===== config.mk =====
export PLATFORM = sky130hd
export DESIGN_NAME = i2c_scl_timer
export DESIGN_NICKNAME = d
export VERILOG_FILES = /design/src/rtl/i2c_scl_timer.sv
export SDC_FILE = /design/constraint.sdc
export NUM_CORES = 1
export LEC_CHECK = 0
export CAP_MARGIN = 5
export CORE_UTILIZATION = 40
export DETAILED_ROUTE_END_ITERATION = 10
export GPL_TIMING_DRIVEN = 0
export SYNTH_ARGS = -nofsm -noshare
export SYNTH_HDL_FRONTEND = slang
export SYNTH_SLANG_ARGS = --single-unit

===== constraint.sdc =====
create_clock -name clk -period 2.9 [get_ports clk]
set_clock_uncertainty 0.1 [all_clocks]
set_input_delay 0.58 -clock clk [delete_from_list [all_inputs] [get_ports clk]]
set_output_delay 0.58 -clock clk [all_outputs]
set_load 0.01 [all_outputs]

===== src/rtl/i2c_scl_timer.sv =====
// I2C SCL generator: independent low/high phase lengths, slave clock-stretch
// handling with timeout, graceful stop on disable, SDA change/sample strobes.
module i2c_scl_timer #(
  parameter int DIV_W      = 12,
  parameter int TO_W       = 16,
  parameter int STRETCH_EN = 1
) (
  input  logic             clk,
  input  logic             rstn,
  input  logic             scl_en,
  input  logic [DIV_W-1:0] cfg_tlow,
  input  logic [DIV_W-1:0] cfg_thigh,
  input  logic             scl_i,
  output logic             scl_o,
  output logic             scl_negedge,
  output logic             scl_posedge,
  output logic             data_chg,
  output logic             data_smp,
  output logic             stretch,
  output logic             timeout,
  output logic             busy
);

  typedef enum logic [1:0] {
    IDLE,
    LOW,
    HIGH
  } state_e;

  state_e            state_q;
  logic [DIV_W-1:0]  cnt_q;
  logic [TO_W-1:0]   tcnt_q;
  logic [DIV_W-1:0]  tl_q;
  logic [DIV_W-1:0]  th_q;
  logic              scl_q;

  logic [DIV_W-1:0]  tl_d;
  logic [DIV_W-1:0]  th_d;
  logic              in_low;
  logic              in_high;
  logic              counted;

  // Phase lengths below 2 are clamped so both midpoints stay distinct from edge strobes
  always_comb begin
    tl_d = (cfg_tlow  < DIV_W'(2)) ? DIV_W'(2) : cfg_tlow;
    th_d = (cfg_thigh < DIV_W'(2)) ? DIV_W'(2) : cfg_thigh;
  end

  // Strobe decode from registered state; once the high phase has started
  // counting (cnt != 0) a low bus level belongs to arbitration, not stretching
  always_comb begin
    in_low      = (state_q == LOW);
    in_high     = (state_q == HIGH);
    counted     = (STRETCH_EN == 0) || scl_i || (cnt_q != '0);
    scl_negedge = in_low && (cnt_q == '0);
    data_chg    = in_low && (cnt_q == (tl_q >> 1));
    scl_posedge = in_high && counted && (cnt_q == '0);
    data_smp    = in_high && counted && (cnt_q == (th_q >> 1));
    timeout     = in_high && !counted && (tcnt_q == '1);
    stretch     = in_high && !counted && (tcnt_q != '1);
    busy        = (state_q != IDLE);
    scl_o       = scl_q;
  end

  // Phase sequencer: IDLE -> LOW -> HIGH -> (LOW | IDLE)
  always_ff @(posedge clk) begin
    if (!rstn) begin
      state_q <= IDLE;
      cnt_q   <= '0;
      tcnt_q  <= '0;
      tl_q    <= '0;
      th_q    <= '0;
      scl_q   <= 1'b1;
    end else begin
      case (state_q)
        IDLE: begin
          scl_q <= 1'b1;
          if (scl_en) begin
            state_q <= LOW;
            scl_q   <= 1'b0;
            cnt_q   <= '0;
            tl_q    <= tl_d;
            th_q    <= th_d;
          end
        end
        LOW: begin
          if (cnt_q == tl_q - DIV_W'(1)) begin
            state_q <= HIGH;
            scl_q   <= 1'b1;
            cnt_q   <= '0;
            tcnt_q  <= '0;
          end else begin
            cnt_q <= cnt_q + DIV_W'(1);
          end
        end
        HIGH: begin
          if (timeout) begin
            state_q <= IDLE;
            scl_q   <= 1'b1;
            cnt_q   <= '0;
            tcnt_q  <= '0;
          end else if (!counted) begin
            tcnt_q <= tcnt_q + TO_W'(1);
          end else if (cnt_q == th_q - DIV_W'(1)) begin
            cnt_q <= '0;
            if (scl_en) begin
              state_q <= LOW;
              scl_q   <= 1'b0;
              tl_q    <= tl_d;
              th_q    <= th_d;
            end else begin
              state_q <= IDLE;
              scl_q   <= 1'b1;
            end
          end else begin
            cnt_q <= cnt_q + DIV_W'(1);
          end
        end
        default: begin
          state_q <= IDLE;
          scl_q   <= 1'b1;
          cnt_q   <= '0;
          tcnt_q  <= '0;
        end
      endcase
    end
  end

endmodule


==> out/metrics.csv <==
metric;value;unit
Leakage;1.82;nW
Die W;100;µm
Logic pwr share;58.8;%
Worst Setup SP;th_q[1]$_SDFFE_PN0P_;
H-tree lvl count;2;
Critical Path, Cell by Cell;inv_2 > ha_4 > or2b_4 > o31a_2 > or3_4 > nor4_4 > o2111ai_4 > a22oi_4 > buf_6 > nor2_1 > a211o_1;
net switching power;1.45;mW
Clock Sinks;55;
DR WL/cell;16.4;µm
internal power;2.08;mW
DR vias;3790;
Final Hold Vio Count;0;
post-route ant nets;0;
TritonCTS clock tree;done;
final worst slack;-0.0236;ns
Yosys Warn Count;0;
Mapped Area;3870;µm²
Rel. slew slack;47.1;%
GR Util All Layers;22.6;%
CP Data Arrival Time;3.02;ns
Worst Path Buf+Inv;2;
Tmin final;2.92;ns
Clock Path Buffers;2;
Die ar.;10100;µm²
Worst R2R Start;th_q[1]$_SDFFE_PN0P_;
vias in the first global route;3581;
Compound-Gate Fraction of Synth Area;16.3;%
CP Capture Type;flop;
Die Height;100;µm
post-synthesis cell type count;65;
flops & latches, synth;55;
Worst Tran Pin Value;0.790;ns
pre-CTS WS;-0.379;ns
first-pass GRT wire length;17900;µm
Post-Synth XOR/XNOR Area;12.9;%
EDFF count, synth;0;
syn_nets;526;
Vias/cell;5.59;
main combinational cell family by area after synthesis;simple AND/OR/NAND/NOR gates;
PnR Total Power;3.53;mW
violated checks;negative setup slack;
pin count of the biggest net entering global routing;16;
Max Slew Vio Count;0;
core area;9330;µm²
hold slack;0.378;ns
TritonCTS Buffers;5;
mux share of post-synthesis cell area;1.29;%
Post-Route WL;11100;µm
DRT iter0 DRCs;183;
Nets;586;
RSZ-0062 raised after global routing;yes;
syn_area_per_cell;7.92;µm²
Slowest cell on crit path;dfxtp_4;
First-pass DRT Iterations;4;
cells after synthesis;489;
max capacitance violation total;0;
Switching Share;41.0;%
Crit path max-delay family;compound AO/OA/AOI/OAI gates;
Port Buf Inserts;34;
PwrDens;713;nW/µm²
endpoints failing setup;3;
Hold Path Class;flop to flop;
CTS clk-pin slew, worst paths;0.11;ns
ys async rst share;0;%
peak supply drop;0.381;mV
Tcrit/Tclk final;101;%
initial antenna violation count;0;
layout cells sized above 1;21.5;%
Root Buffer;clkbuf_8;
Flop pwr share;28.5;%
Clk Latency, worst-skew pair;0.31;ns
outcome;finished with violations;
remaining global-route overflow;0;
CP max stage delay;0.36;ns
IO Count;36;
DRC viols;0;
row cnt;35;
Post-Synth Adder-Cell Area;2.91;%
Setup crit start kind;flop;
hold path startpoint;tcnt_q[15]$_SDFFE_PN0P_;
Seq/Total Area, Yosys;28.4;%
Top FF cell, synth;dfxtp_1;
clock share of power;12.7;%
antenna diode instance count;0;
Post-Synth Simple-Gate Area;30.7;%
hold_buf cts;0;
Fmax;342;MHz
WP data required;3.00;ns
routability cong.;0.838;
Max FO, Critical Path;5;
Initial Utilization;41.5;%
CP Class;flop to flop;
Synth-to-Final Area Change;27.9;%
detailed placer's ending HPWL;7930;µm
[routing by layer]
metal / vias up / GRT usage [%] / part of all wire, %
li1: 1878 / - / -
met1: 1809 / 27.9 / 44
met2: 91 / 40.9 / 50
met3: 12 / 2.79 / 3.7
met4: 0 / 6.91 / 2.0
met5: - / 0 / 0
[state kept, by name (all words and copies together) (netlist names)]
register and cells:
state_q 2, tl_q 12, scl_o 1, cnt_q 12, th_q 12, tcnt_q 16
[cell type report]
type,instances,area [µm²]
clock buffers,6,82.6
well taps,129,161
flip-flops and latches,55,1130
multi-input cells,379,2710
repair buffers,60,563
plain buffers,30,228
inverters,18,70.1
clock inverters,1,5.00
fillers,910,4380
[final timing paths]
kind         slack, ns                       to  depth (start not counted)
max              -0.02    cnt_q[6]$_SDFFE_PN0P_                         11
min               0.38  tcnt_q[15]$_SDFFE_PN0P_                          2
max reg2reg      -0.02    cnt_q[6]$_SDFFE_PN0P_                         11
min reg2reg       0.38  tcnt_q[15]$_SDFFE_PN0P_                          2
[layout by cell type (no fill, tap or decap), types with 14 or more instances in the layout]
cell type        instances
nand2_1                 46
dfxtp_1                 44
xnor2_1                 41
nand3_1                 35
nor2_1                  31
clkdlybuf4s50_1         29
o21ai_1                 25
buf_4                   24
nor3_1                  18
nand4_1                 15
a21oi_1                 15
inv_1                   14
xor2_1                  14
[logic make-up (layout without fill, tap and decap cells)]
family	Yosys count	in the layout
XOR/XNOR	57	57
buffers and inverters	55	115
flip-flops	55	55
multiplexers	5	5
adder cells (fa/ha/maj)	9	9
AND/OR/NAND/NOR	215	215
AO/OA/AOI/OAI	93	93
[power groups by stage]
stage / clock, mW / sequential (mW) / combinational [mW]
2_1_floorplan: 0 / 0.973 / 1.25
3_3_place_gp: 0 / 0.995 / 1.60
3_5_place_dp: 0 / 1.00 / 1.63
4_1_cts: 0.457 / 0.991 / 1.93
5_1_grt: 0.487 / 1.02 / 2.24
6_report: 0.449 / 1.01 / 2.08
[per-stage QoR]
stage | utilization [%] | instances | cell area, µm² | setup TNS (ns)
2_1_floorplan | - | 489 | 3870 | 0
3_3_place_gp | 46.9 | 652 | 4380 | -12.40
3_5_place_dp | 46.9 | 652 | 4380 | -14.77
4_1_cts | 51.1 | 672 | 4770 | 0
5_1_grt | 53.1 | 678 | 4950 | -1.72
6_report | 53.1 | 678 | 4950 | -0.0599
[cell usage after synthesis, types with 6 or more instances]
library cell	instances	area, µm²
or4_1	7	52.6
o31ai_1	6	45.0
o21ai_0	34	170
xor2_1	14	123
nand4_1	15	93.8
nor3_1	20	100
xnor2_1	43	377
nor4_1	13	81.3
dfxtp_1	55	1100
nand2_1	48	180
inv_1	18	67.6
a21oi_1	16	80.1
nor2_1	31	116
nand3_1	37	185
and3_1	9	56.3
ha_1	9	113
clkbuf_1	21	78.8
[worst register-to-register path, stage by stage, from the launching register on]
cell and delay (ns):
dfxtp_4 0.36, inv_2 0.06, ha_4 0.12, or2b_4 0.26, o31a_2 0.28, or3_4 0.34
nor4_4 0.29, o2111ai_4 0.26, a22oi_4 0.29, buf_6 0.16, nor2_1 0.05, a211o_1 0.25
[timing repair]
item                                    4_1_cts  5_1_grt
resized for setup                            57       73
gates cloned                                  2        1
endpoints found under the setup margin       59       52
pin swaps                                    14       24
setup buffers                                17        6
Note: power is estimated with default switching activity, not from simulation.
